### config.mk
export PLATFORM = sky130hd
export DESIGN_NAME = nco_carrier
export DESIGN_NICKNAME = d
export VERILOG_FILES = /design/src/rtl/nco_carrier.sv
export SDC_FILE = /design/constraint.sdc
export NUM_CORES = 1
export LEC_CHECK = 0
export CELL_PAD_IN_SITES_DETAIL_PLACEMENT = 0
export CELL_PAD_IN_SITES_GLOBAL_PLACEMENT = 2
export CORE_MARGIN = 5
export CORE_UTILIZATION = 39
export DETAILED_ROUTE_END_ITERATION = 12
export PLACE_DENSITY_LB_ADDON = 0.15
export SYNTH_ARGS = -nofsm -noshare
export SYNTH_HDL_FRONTEND = slang
export SYNTH_HIERARCHICAL = 1
export SYNTH_SLANG_ARGS = --single-unit
### constraint.sdc
create_clock -name clk_sig -period 8.2 [get_ports clk_sig]
set_clock_uncertainty 0.05 [all_clocks]
set_input_delay 1.64 -clock clk_sig [delete_from_list [all_inputs] [get_ports clk_sig]]
set_output_delay 1.64 -clock clk_sig [all_outputs]
set_load 0.01 [all_outputs]
### src/rtl/nco_carrier.sv
// Numerically-controlled carrier: phase accumulator + quarter-wave sine LUT, 3-stage pipe.
// Optional quadrature cosine output when QUAD_COS_EN is defined.

module nco_carrier_path #(
  parameter int PHASE_W = 24,
  parameter int LUT_AW  = 6,
  parameter int AMP_W   = 16
) (
  input  logic               clk_sig,
  input  logic               rst_n,
  input  logic [2:0]         stg_en_i,
  input  logic [PHASE_W-1:0] p_i,
  output logic [AMP_W-1:0]   smp_o
);
  localparam int LN = 2**LUT_AW;

  // Elaboration-time Taylor series; the table is folded to constants.
  function automatic logic [AMP_W-2:0] lut_val(input int k);
    real x, t, s;
    x = 1.5707963267948966 * k / real'(LN);
    t = x;
    s = x;
    for (int n = 1; n < 12; n++) begin
      t = -t * x * x / real'((2*n) * (2*n + 1));
      s = s + t;
    end
    return (AMP_W-1)'($rtoi(s * real'(2**(AMP_W-1) - 1) + 0.5));
  endfunction

  logic [AMP_W-2:0] lut [0:LN];
  for (genvar k = 0; k <= LN; k++) begin : g_lut
    localparam logic [AMP_W-2:0] V = lut_val(k);
    assign lut[k] = V;
  end

  logic [1:0]        quad;
  logic [LUT_AW-1:0] idx;
  logic [LUT_AW:0]   addr_d, addr_q;
  logic              sgn1_q, sgn2_q;
  logic [AMP_W-2:0]  mag_q;
  logic [AMP_W-1:0]  smp_q;
  logic              unused_p;

  assign quad     = p_i[PHASE_W-1 -: 2];
  assign idx      = p_i[PHASE_W-3 -: LUT_AW];
  assign unused_p = ^p_i;
  // Odd quadrants mirror the quarter wave; idx 0 there addresses the peak entry.
  assign addr_d   = quad[0] ? ((LUT_AW+1)'(LN) - {1'b0, idx}) : {1'b0, idx};

  always_ff @(posedge clk_sig or negedge rst_n) begin
    if (!rst_n) begin
      addr_q <= '0;
      sgn1_q <= 1'b0;
      mag_q  <= '0;
      sgn2_q <= 1'b0;
      smp_q  <= '0;
    end else begin
      if (stg_en_i[0]) begin
        addr_q <= addr_d;
        sgn1_q <= quad[1];
      end
      if (stg_en_i[1]) begin
        mag_q  <= lut[addr_q];
        sgn2_q <= sgn1_q;
      end
      if (stg_en_i[2])
        smp_q <= sgn2_q ? -{1'b0, mag_q} : {1'b0, mag_q};
    end
  end

  assign smp_o = smp_q;
endmodule

module nco_carrier #(
  parameter int PHASE_W = 24,
  parameter int LUT_AW  = 6,
  parameter int AMP_W   = 16
) (
  input  logic               clk_sig,
  input  logic               rst_n,
  input  logic               en,
  input  logic [PHASE_W-1:0] ftw_in,
  input  logic               ftw_ld,
  input  logic [PHASE_W-1:0] phase_ofs,
  input  logic               bpsk_bit,
  input  logic               sync_clr,
  output logic [AMP_W-1:0]   sin_out,
  output logic               out_valid
`ifdef QUAD_COS_EN
  ,
  output logic [AMP_W-1:0]   cos_out
`endif
);
`ifdef QUAD_COS_EN
  localparam int NP = 2;
`else
  localparam int NP = 1;
`endif

  logic [PHASE_W-1:0] acc_d, acc_q, ftw_d, ftw_q, p;
  logic [3:1]         vld_pipe_q;
  logic [2:0]         stg_en;
  logic [NP-1:0][PHASE_W-1:0] p_lanes;
  logic [NP-1:0][AMP_W-1:0]   smp;

  always_comb begin
    acc_d = acc_q;
    if (sync_clr)  acc_d = '0;
    else if (en)   acc_d = acc_q + ftw_q;
    ftw_d = ftw_ld ? ftw_in : ftw_q;
  end

  always_ff @(posedge clk_sig or negedge rst_n) begin
    if (!rst_n) begin
      acc_q      <= '0;
      ftw_q      <= '0;
      vld_pipe_q <= '0;
    end else begin
      acc_q      <= acc_d;
      ftw_q      <= ftw_d;
      vld_pipe_q <= {vld_pipe_q[2:1], en};
    end
  end

  // BPSK flip is a half-turn added to the phase before folding.
  assign p      = acc_q + phase_ofs + {bpsk_bit, {(PHASE_W-1){1'b0}}};
  assign stg_en = {vld_pipe_q[2:1], en};

  assign p_lanes[0] = p;
`ifdef QUAD_COS_EN
  assign p_lanes[1] = p + {2'b01, {(PHASE_W-2){1'b0}}};
  assign cos_out    = smp[1];
`endif

  for (genvar g = 0; g < NP; g++) begin : g_path
    nco_carrier_path #(.PHASE_W(PHASE_W), .LUT_AW(LUT_AW), .AMP_W(AMP_W)) u_path (
      .clk_sig  (clk_sig),
      .rst_n    (rst_n),
      .stg_en_i (stg_en),
      .p_i      (p_lanes[g]),
      .smp_o    (smp[g])
    );
  end

  assign sin_out   = smp[0];
  assign out_valid = vld_pipe_q[3];
endmodule
==> results.sh <==
export IMPL_clk_path_buf_depth=2
export IMPL_cts_tree="yes"
export IMPL_cts_setup_buffers=0
export IMPL_cp_num_buf_inv=2
export IMPL_layout_nets=1041
export IMPL_rsz0062_at_grt="no"
export IMPL_ctsHtreeMaxLevel=3
export IMPL_tns_ps=0
export IMPL_die_h_um=149
export IMPL_grtUsageTotal_pct=18.8
export IMPL_clkSlewWorstSetupHoldPaths_ps=80
export IMPL_insertion_delay_ps=360
export IMPL_dr_total_vias=6611
export IMPL_wl_per_cell_um=17.8
export IMPL_cp_cell_sequence="clkdlybuf4s50_1 > ha_1 > ha_1 > inv_1 > fa_1 > nor2b_1 > o21ai_0 > a21oi_1 > o211ai_1 > a21boi_0 > mux2i_1 > o2111ai_1 > or3_1 > o31ai_1 > xor2_1 > a21oi_1"
export IMPL_peakVddDrop_v=0.000119
export IMPL_final_max_slew_viol_count=0
export IMPL_rows=51
export IMPL_endpoint_kind="flop"
export IMPL_start_util_pct=39.2
export IMPL_grt_pass1_wl_um=33800
export IMPL_chipWidth_um=149
export IMPL_whs_ps=459
export IMPL_post_place_cells=1155
export IMPL_cts_buffers=9
export IMPL_ctsResizeCount=0
export IMPL_drv_cap=0
export IMPL_cpLargestDelayFamily="compound AO/OA/AOI/OAI gates"
export IMPL_globalRouteOverflowTotal=0
export IMPL_hpwlAfterDp_um=15600
export IMPL_period_minus_slack_ps=4900
export IMPL_r2r_start="acc_q[1]"
export IMPL_critPathLaunchType="input port"
export IMPL_pin_count=71
export IMPL_cellPowerDensity_mw_per_mm2=325
export IMPL_grt_max_degree=68
export IMPL_cts_root_buf="clkbuf_16"
export IMPL_firstDrtPassIters=6
export IMPL_clock_fmax_mhz=204
export IMPL_hp_start="g_path[0].u_path/sgn1_q"
export IMPL_synth_area_per_cell_um2=8.77
export IMPL_core_mm2=0.0193
export IMPL_n_fill_cell=1885
export IMPL_clock_sinks=91
export IMPL_syn_to_final_growth_pct=15.8
export IMPL_drc_errors=0
export IMPL_tightest_slew_ps=1090
export IMPL_cpMaxStageDelayCell="clkdlybuf4s50_1"
export IMPL_routabilityCongestion=0.895
export IMPL_crit_path_max_incr_delay_ps=410
export IMPL_finalCritPeriodShare_pct=59.8
export IMPL_netlist_instances=865
export IMPL_slew_headroom_pct=27.4
export IMPL_yosysWarnings=6
export IMPL_drt_wl_total_um=20900
export IMPL_fin_cells=1171
export IMPL_drtIter0Drc=317
export IMPL_required_ps=8340
export IMPL_utilization_pct=45.4
export IMPL_rrSetupSlack_ps=4540
export IMPL_hold_class="reg -> reg"
export IMPL_worstPathMaxFanout=3
export IMPL_grt_pass1_vias=6720
export IMPL_vias_per_cell=5.65
export IMPL_antenna_cells=0
export IMPL_worst_ep_arrival_time_ps=5040
export IMPL_setup_viol=0
export IMPL_postCtsHoldBufs=0
export IMPL_antenna_left=0
export IMPL_path_class="in -> reg"
export IMPL_io_buffer_count=70
export IMPL_drive_gt1_share_pct=7.73
export IMPL_status="finished, final reports clean"
export IMPL_die_area_mm2=0.0223
export IMPL_antenna_found_initial=0
export IMPL_synthesis_area_mm2=0.00758
export IMPL_startpoint="phase_ofs[1]"
export IMPL_leakage_nw=3.81
export IMPL_hold_viol=0
export IMPL_synth_fp_nets=1005
[per-stage QoR]
step | area, µm² | total power, W | setup WS, ps
after floorplan | 7580 | 0.00190 | 3720
after global placement | 8440 | 0.00236 | 3010
after detailed placement | 8440 | 0.00238 | 2930
after CTS | 8790 | 0.00288 | 3300
after global routing | 8790 | 0.00309 | 3010
final | 8790 | 0.00286 | 3300
[metal layers]
layer,global-route usage [%],up-vias,wire [µm]
met1,22.8,3209,8890
met5,0,-,0
li1,-,3247,-
met4,5.35,0,404
met3,2.85,27,659
met2,34.6,128,10900
[where the power goes]
| part | switching (W) | internal (W) | total, W | leakage [nW] |
|---|---|---|---|---|
| registers | 0.000170 | 0.000582 | 0.000752 | 1.08 |
| clock network | 0.000199 | 0.000282 | 0.000481 | 0.167 |
| logic | 0.000943 | 0.000680 | 0.00162 | 2.56 |
[final timing paths]
kind | cells after the start | endpoint
setup / recovery | 16 | g_path[0].u_path/addr_q[5]
hold / removal | 1 | g_path[0].u_path/sgn2_q
setup reg to reg | 15 | g_path[0].u_path/addr_q[5]
hold reg to reg | 1 | g_path[0].u_path/sgn2_q
max in group asynchronous | 2 | g_path[0].u_path/mag_q[2]
min in group asynchronous | 1 | g_path[0].u_path/addr_q[0]
[layout make-up]
class	instances	area (µm²)	area share [%]
clock inverters	6	103	1.17
flip-flops and latches	91	2280	25.9
well taps	265	332	3.77
inverters	23	86.3	0.983
multi-input cells	702	5030	57.2
clock buffers	10	239	2.72
repair buffers	74	723	8.23
[flip-flops by register name, summed over array words and instances (netlist names)]
signal / count
acc_q: 24
ftw_q: 24
g_path.u_path/smp_o: 16
g_path.u_path/mag_q: 15
g_path.u_path/addr_q: 7
vld_pipe_q: 3
g_path.u_path/sgn1_q: 1
g_path.u_path/sgn2_q: 1
[cells in the final DEF (no fill, tap or decap), types with 21 or more instances in the layout]
master           count
mux2i_1             22
xor2_1              22
clkdlybuf4s50_1     68
inv_1               21
a21oi_1             81
mux2_2              29
nor2_1              91
nand2_1             59
o21ai_0             46
dfrtp_1             91
ha_1                84
Power figures use the tool's default switching activity.
